<file path="config.mk">
export PLATFORM = sky130hd
export DESIGN_NAME = sram_seq_ctrl
export DESIGN_NICKNAME = d
export VERILOG_FILES = /design/src/rtl/sram_seq_pkg.sv /design/src/rtl/sram_seq_rr_arb.sv /design/src/rtl/sram_seq_ctrl.sv
export SDC_FILE = /design/constraint.sdc
export NUM_CORES = 1
export LEC_CHECK = 0
export ABC_AREA = 1
export ABC_CLOCK_PERIOD_IN_PS = 1400
export CAP_MARGIN = 20
export CORE_MARGIN = 4
export CORE_UTILIZATION = 43
export CTS_CLUSTER_DIAMETER = 40
export DETAILED_ROUTE_END_ITERATION = 10
export PLACE_DENSITY = 0.79
export SLEW_MARGIN = 10
export SYNTH_ARGS = -nofsm -noshare
export SYNTH_HDL_FRONTEND = slang
export SYNTH_SLANG_ARGS = --single-unit
</file>
<file path="constraint.sdc">
create_clock -name clk -period 1.4 [get_ports clk]
set_input_delay 0.14 -clock clk [delete_from_list [all_inputs] [get_ports clk]]
set_output_delay 0.14 -clock clk [all_outputs]
set_load 0.05 [all_outputs]
</file>
<file path="src/rtl/sram_seq_pkg.sv">
// sram_seq_pkg
//   Shared definitions for the sram_seq_ctrl slice: default geometry of the
//   SRAM macro, the sequencer FSM state encoding and a request record.
//   The request record is sized for the default geometry and is meant for
//   code that works at that geometry (models, stimulus generators).
//   Optional feature macro used by the slice: SRAM_SEQ_TIMEOUT_EN.
package sram_seq_pkg;

  localparam int DEF_ROWS    = 16;
  localparam int DEF_COLS    = 8;
  localparam int DEF_TIMEOUT = 15;
  localparam int DEF_AW      = $clog2(DEF_ROWS);

  // Explicit encodings keep the state values stable for older tools and
  // for anyone decoding state from a waveform by number.
  typedef enum logic [2:0] {
    ST_IDLE  = 3'd0,
    ST_SHIFT = 3'd1,
    ST_LOAD  = 3'd2,
    ST_WRITE = 3'd3,
    ST_READ  = 3'd4,
    ST_RESP  = 3'd5
  } sram_seq_state_e;

  typedef struct packed {
    logic                we;
    logic [DEF_AW-1:0]   addr;
    logic [DEF_COLS-1:0] wdata;
  } sram_seq_req_t;

endpackage

</file>
<file path="src/rtl/sram_seq_rr_arb.sv">
// sram_seq_rr_arb
//   Two-way round-robin arbiter for the SRAM sequencer.
//   The requester under the pointer wins if it is valid, otherwise the other
//   one does. The pointer moves to the loser only when a grant is actually
//   taken, i.e. while en_i is high and some request is valid.
// Ports:
//   clk        in   clock, rising edge
//   arst_n     in   synchronous active-low reset (pointer -> 0)
//   valid_i    in   [1:0] request valid per requester
//   en_i       in   sequencer is able to accept (IDLE)
//   gnt_idx_o  out  index of the granted requester
//   gnt_vld_o  out  some requester is valid, gnt_idx_o is meaningful
module sram_seq_rr_arb
  import sram_seq_pkg::*;
(
  input  logic       clk,
  input  logic       arst_n,
  input  logic [1:0] valid_i,
  input  logic       en_i,
  output logic       gnt_idx_o,
  output logic       gnt_vld_o
);

  logic ptr_q;
  logic ptr_d;

  assign gnt_idx_o = valid_i[ptr_q] ? ptr_q : ~ptr_q;
  assign gnt_vld_o = |valid_i;

  // After a grant the other requester gets priority, so a continuously
  // requesting pair alternates.
  assign ptr_d = (en_i && gnt_vld_o) ? ~gnt_idx_o : ptr_q;

  always_ff @(posedge clk) begin
    if (!arst_n) begin
      ptr_q <= 1'b0;
    end else begin
      ptr_q <= ptr_d;
    end
  end

endmodule

</file>
<file path="src/rtl/sram_seq_ctrl.sv">
// sram_seq_ctrl
//   Two-requester transaction sequencer for the sram_top macro. Accepts one
//   write or read at a time (round-robin between requesters), turns a write
//   into the macro's serial shift / load / write-enable sequence, issues
//   reads and captures data_out on data_valid, and returns one response
//   pulse per accepted request.
// Optional feature: SRAM_SEQ_TIMEOUT_EN -- when defined, a read that sees
//   no data_valid for TIMEOUT r_en cycles is answered with rsp_err = 1 and
//   rsp_data = 0. When undefined, reads wait indefinitely and rsp_err is 0.
// Ports:
//   clk, arst_n        clock (rising edge), synchronous active-low reset
//   req_valid/ready    [1:0] per-requester handshake, ready only in IDLE
//   req_we             [1:0] 1 = write, 0 = read
//   req_addr           [2*AW-1:0] requester i at [i*AW +: AW]
//   req_wdata          [2*COLS-1:0] requester i at [i*COLS +: COLS]
//   rsp_valid/id/data/err  one-cycle response, id = requester index
//   serial_in, shift, load, w_en, r_en, addr   SRAM macro control pins
//   data_valid, data_out                       SRAM macro read return
module sram_seq_ctrl
  import sram_seq_pkg::*;
#(
  parameter  int ROWS    = DEF_ROWS,
  parameter  int COLS    = DEF_COLS,
  parameter  int TIMEOUT = DEF_TIMEOUT,
  localparam int AW      = $clog2(ROWS)
) (
  input  logic [0:0]       clk,
  input  logic             arst_n,
  input  logic [1:0]       req_valid,
  output logic [1:0]       req_ready,
  input  logic [1:0]       req_we,
  input  logic [2*AW-1:0]  req_addr,
  input  logic [2*COLS-1:0] req_wdata,
  output logic             rsp_valid,
  output logic             rsp_id,
  output logic [COLS-1:0]  rsp_data,
  output logic             rsp_err,
  output logic             serial_in,
  output logic             shift,
  output logic             load,
  output logic             w_en,
  output logic             r_en,
  output logic [AW-1:0]    addr,
  input  logic             data_valid,
  input  logic [COLS-1:0]  data_out
);

  localparam int CW = $clog2(COLS) + 1;

  // The write path shifts wdata left by one bit per cycle, so at least two
  // columns are needed; a zero timeout would make a read impossible.
  if (COLS < 2 || TIMEOUT < 1) begin : g_bad_params
    $error("sram_seq_ctrl: COLS must be >= 2 and TIMEOUT >= 1");
  end

  sram_seq_state_e state_q, state_d;
  logic [AW-1:0]   addr_q, addr_d;
  logic [COLS-1:0] wdata_q, wdata_d;
  logic [COLS-1:0] data_q, data_d;
  logic            id_q, id_d;
  logic [CW-1:0]   cnt_q, cnt_d;

  logic arb_en;
  logic gnt_idx;
  logic gnt_vld;
  logic accept;

`ifdef SRAM_SEQ_TIMEOUT_EN
  localparam int TW = $clog2(TIMEOUT + 1);
  logic [TW-1:0] tcnt_q, tcnt_d;
  logic          err_q, err_d;
  logic          tmo;

  // tcnt counts completed r_en cycles; this is the last one allowed.
  assign tmo     = (tcnt_q == TW'(TIMEOUT - 1));
  assign rsp_err = err_q;
`else
  assign rsp_err = 1'b0;
`endif

  assign arb_en = (state_q == ST_IDLE);
  assign accept = arb_en && gnt_vld;

  sram_seq_rr_arb u_arb (
    .clk       (clk[0]),
    .arst_n    (arst_n),
    .valid_i   (req_valid),
    .en_i      (arb_en),
    .gnt_idx_o (gnt_idx),
    .gnt_vld_o (gnt_vld)
  );

  assign req_ready = accept ? (gnt_idx ? 2'b10 : 2'b01) : 2'b00;

  // Control pins decode directly from state so every pin not owned by the
  // current state is 0, and reset forces all of them low on the next cycle.
  assign shift     = (state_q == ST_SHIFT);
  assign serial_in = shift && wdata_q[COLS-1];
  assign load      = (state_q == ST_LOAD);
  assign w_en      = (state_q == ST_WRITE);
  assign r_en      = (state_q == ST_READ);
  assign addr      = arb_en ? '0 : addr_q;
  assign rsp_valid = (state_q == ST_RESP);
  assign rsp_id    = id_q;
  assign rsp_data  = data_q;

  always_comb begin
    state_d = state_q;
    addr_d  = addr_q;
    wdata_d = wdata_q;
    data_d  = data_q;
    id_d    = id_q;
    cnt_d   = cnt_q;
`ifdef SRAM_SEQ_TIMEOUT_EN
    tcnt_d  = tcnt_q;
    err_d   = err_q;
`endif
    case (state_q)
      ST_IDLE: begin
        if (accept) begin
          id_d    = gnt_idx;
          addr_d  = gnt_idx ? req_addr[AW +: AW] : req_addr[0 +: AW];
          wdata_d = gnt_idx ? req_wdata[COLS +: COLS] : req_wdata[0 +: COLS];
          data_d  = '0;
          cnt_d   = '0;
`ifdef SRAM_SEQ_TIMEOUT_EN
          tcnt_d  = '0;
          err_d   = 1'b0;
`endif
          state_d = (gnt_idx ? req_we[1] : req_we[0]) ? ST_SHIFT : ST_READ;
        end
      end
      ST_SHIFT: begin
        // MSB goes out first: the bit on serial_in is always wdata_q's top.
        wdata_d = {wdata_q[COLS-2:0], 1'b0};
        if (cnt_q == CW'(COLS - 1)) begin
          cnt_d   = '0;
          state_d = ST_LOAD;
        end else begin
          cnt_d = cnt_q + CW'(1);
        end
      end
      ST_LOAD:  state_d = ST_WRITE;
      ST_WRITE: state_d = ST_RESP;
      ST_READ: begin
        if (data_valid) begin
          data_d  = data_out;
          state_d = ST_RESP;
        end
`ifdef SRAM_SEQ_TIMEOUT_EN
        else if (tmo) begin
          data_d  = '0;
          err_d   = 1'b1;
          state_d = ST_RESP;
        end else begin
          tcnt_d = tcnt_q + TW'(1);
        end
`endif
      end
      ST_RESP: state_d = ST_IDLE;
      default: state_d = ST_IDLE;
    endcase
  end

  always_ff @(posedge clk[0]) begin
    if (!arst_n) begin
      state_q <= ST_IDLE;
      addr_q  <= '0;
      wdata_q <= '0;
      data_q  <= '0;
      id_q    <= 1'b0;
      cnt_q   <= '0;
`ifdef SRAM_SEQ_TIMEOUT_EN
      tcnt_q  <= '0;
      err_q   <= 1'b0;
`endif
    end else begin
      state_q <= state_d;
      addr_q  <= addr_d;
      wdata_q <= wdata_d;
      data_q  <= data_d;
      id_q    <= id_d;
      cnt_q   <= cnt_d;
`ifdef SRAM_SEQ_TIMEOUT_EN
      tcnt_q  <= tcnt_d;
      err_q   <= err_d;
`endif
    end
  end

endmodule

</file>
==> flow_metrics.env <==
export IMPL_cp_common_cell="nand2_4"
export IMPL_layout_setup_ws_ns=-0.0984
export IMPL_cts_buffers=5
export IMPL_antenna_found_initial=0
export IMPL_final_hold_viol_count=0
export IMPL_routed_wl_met2_um=2410
export IMPL_grt_max_degree=14
export IMPL_ir_drop_uv=1250
export IMPL_hpwl_um=3190
export IMPL_path_clk_slew_ns=0.11
export IMPL_setup_violations=10
export IMPL_crit_family="buffers and inverters"
export IMPL_ant_nets=0
export IMPL_final_layout_size_suffix_gt1_share_pct=29.4
export IMPL_cts_tree="done"
export IMPL_dr_first_iter_drc_count=136
export IMPL_synth_area_um2=1560
export IMPL_crit_fanout=4
export IMPL_grt_pass1_wl_um=6930
export IMPL_grt_pass1_vias=1606
export IMPL_ys_warn_count=0
export IMPL_synth_cells=242
export IMPL_vias=1800
export IMPL_critPathMaxStageDelay_ns=0.34
export IMPL_cts_sinks=29
export IMPL_postCtsHoldBufs=0
export IMPL_wl_met1_um=1940
export IMPL_drc=0
export IMPL_synthFlopType="dfxtp_1"
export IMPL_dieHeight_um=68.2
export IMPL_cts_root_buf="clkbuf_4"
export IMPL_ys_seq_area_share_pct=37.2
export IMPL_die_area_um2=4650
export IMPL_port_buffers=59
export IMPL_outcome="finished, violations left"
export IMPL_cp_required_ns=1.26
export IMPL_hold_class="in2reg"
export IMPL_regToRegSetupSlack_ns=0.01
export IMPL_slowest_stage="dfxtp_2"
export IMPL_period_minus_slack_ns=1.50
export IMPL_cp_end_kind="output port"
export IMPL_overflow=0
export IMPL_start_util_pct=45.6
export IMPL_die_w_um=68.2
export IMPL_finalSetupTns_ns=-0.757
export IMPL_worst_path_buf_inv=3
export IMPL_worstRegToRegCells=9
export IMPL_num_antenna_cells=0
export IMPL_syn2layout_area_growth_pct=71.6
export IMPL_syn_nets=282
export IMPL_clk_latency_ns=0.34
export IMPL_postSynthAreaPerCell_um2=6.44
export IMPL_synth_area_leader_cell="dfxtp_1"
export IMPL_synth_top_area_share_pct=37.2
export IMPL_whs_ns=0.341
export IMPL_max_cap_violations=0
export IMPL_rsz0062_at_grt="yes"
export IMPL_async_reset_ff_share_pct=0
export IMPL_place_gp_congestion=0.776
export IMPL_grt_usage_pct=20.0
export IMPL_dr_max_layer_used="met4"
export IMPL_holdPathEnd="rsp_data[2]$_SDFFE_PN0P_"
export IMPL_core_area_um2=3420
export IMPL_r2r_end="wdata_q[3]$_SDFFE_PN0P_"
export IMPL_fin_nets=372
export IMPL_synth_area_top_cells="dfxtp_1 (37%), nand2_1 (21%), nor2_1 (8.2%)"
export IMPL_crit_chain="inv_2 > nand2_4 > nand2_4 > clkinvlp_4 > nor2_8 > buf_12"
export IMPL_drv_slew=0
export IMPL_wirelength_um=4800
export IMPL_avgViaCountPerCell=4.75
export IMPL_reg2reg_from="u_arb.ptr_q$_SDFFE_PN0P_"
export IMPL_skew_ns=0.0135
export IMPL_fmax_ghz=0.667
export IMPL_cts_buffer_depth=2
export IMPL_fin_crit_sh_pct=107
export IMPL_yosysUniqueCellTypes=28
export IMPL_p_leak_nw=1.24
export IMPL_htreeDepth=2
export IMPL_wl_per_cell_um=12.7
export IMPL_synth_seq_cells=29
export IMPL_placementRows=21
export IMPL_cellPowerDensity_nw_per_um2=2020
export IMPL_crit_arrival_ns=1.36
export IMPL_startpoint_type="flop"
export IMPL_first_pass_iters=4
export IMPL_ios=61
export IMPL_violations="negative setup slack"
export IMPL_hold_start="data_out[2]"
export IMPL_hold_path_depth=3
export IMPL_fill_cells=244
export IMPL_met3WireLength_um=280
export IMPL_timing_setup_critical_path_class="reg2out"
export IMPL_synth_edff_count=0
-- per-stage QoR --
step	area (µm²)	util (%)	total power, mW	cells	setup slack [ns]
2_1_floorplan	1580	-	3.06	242	-0.0462
3_5_place_dp	2420	70.8	4.23	358	-0.116
6_report	2680	78.3	5.39	379	-0.0984
3_3_place_gp	2420	70.8	4.19	358	-0.0865
5_1_grt	2680	78.3	5.72	379	-0.161
4_1_cts	2560	74.8	5.03	373	-0.151
-- power breakdown --
group | switching [mW] | internal, mW | total, mW
logic | 2.07 | 1.60 | 3.67
registers | 0.158 | 1.06 | 1.22
clock network | 0.317 | 0.189 | 0.506
total | 2.54 | 2.85 | 5.39
-- flip-flops by register name (all words and copies together) (netlist names) --
name	count
rsp_id	1
state_q	3
cnt_q	4
u_arb.ptr_q	1
rsp_data	8
addr_q	4
wdata_q	8
-- layer usage --
layer	up-vias	track usage [%]
met1	798	23.7
li1	920	-
met4	0	8.68
met3	19	4.27
met5	-	0
met2	63	34.7
-- layout make-up --
| class | instances | area (µm²) | share of cell area (%) |
|---|---|---|---|
| clock buffer | 5 | 37.5 | 1.40 |
| tap | 46 | 57.6 | 2.15 |
| clock inverter | 3 | 17.5 | 0.655 |
| sequential | 29 | 591 | 22.1 |
| multi-input combinational | 175 | 917 | 34.3 |
| timing repair buffer | 87 | 918 | 34.3 |
| inverter | 34 | 136 | 5.10 |
-- how the worst max path moves through the flow --
stage	slack, ns	to	cells after the start	from
CTS	-0.15	req_ready[0]	6	state_q[0]$_SDFFE_PN0P_
finish	-0.1	req_ready[1]	6	u_arb.ptr_q$_SDFFE_PN0P_
floorplan	-0.05	wdata_q[5]$_SDFFE_PN0P_	8	state_q[0]$_SDFFE_PN0P_
global placement	-0.09	wdata_q[3]$_SDFFE_PN0P_	8	req_valid[1]
detailed placement	-0.12	wdata_q[0]$_SDFFE_PN0P_	10	req_valid[0]
global route	-0.16	wdata_q[3]$_SDFFE_PN0P_	8	req_valid[1]
-- cells in the mapped netlist, types with 2 or more instances --
| master | number |
|---|---|
| clkbuf_1 | 2 |
| inv_1 | 31 |
| a21oi_1 | 14 |
| nand3_1 | 11 |
| nor2_4 | 4 |
| dfxtp_1 | 29 |
| nand2_1 | 87 |
| o21ai_0 | 7 |
| inv_2 | 2 |
| buf_4 | 2 |
| a21oi_2 | 3 |
| nor2_1 | 34 |
-- worst min-delay path, delay by kind of cell --
kind	cells	cell delay, ns
AO/OA/AOI/OAI	1	0.05
AND/OR/NAND/NOR	1	0.06
buffers and inverters	1	0.39
-- kinds of logic after synthesis --
group	synth area share (%)
xor gates and xnor gates	0.562
buffers and inverters	10.4
other	0.241
and+or+nand+nor	41.6
DFF	37.2
AOI/OAI and AO/OA	9.23
adders and majority gates	0.802
-- layout by cell type, fill, tap and decap left out, drive strengths merged --
master	count
or2	1
ha	1
clkbuf	5
buf	49
o21ai	8
a211oi	1
nand3	11
nor2	40
clkinvlp	2
a21oi	17
nor3	1
clkdlybuf4s50	38
and3	1
nor3b	1
nand2	91
clkinv	3
dfxtp	29
xor2	1
inv	32
conb	1
-- timing repair --
item | in CTS | in global routing
gates cloned | 0 | 1
endpoints found under the setup margin | 12 | 23
pin swaps | 6 | 8
gates resized for setup | 13 | 19
buffers inserted | 7 | 6
Power figures use the tool's default switching activity.
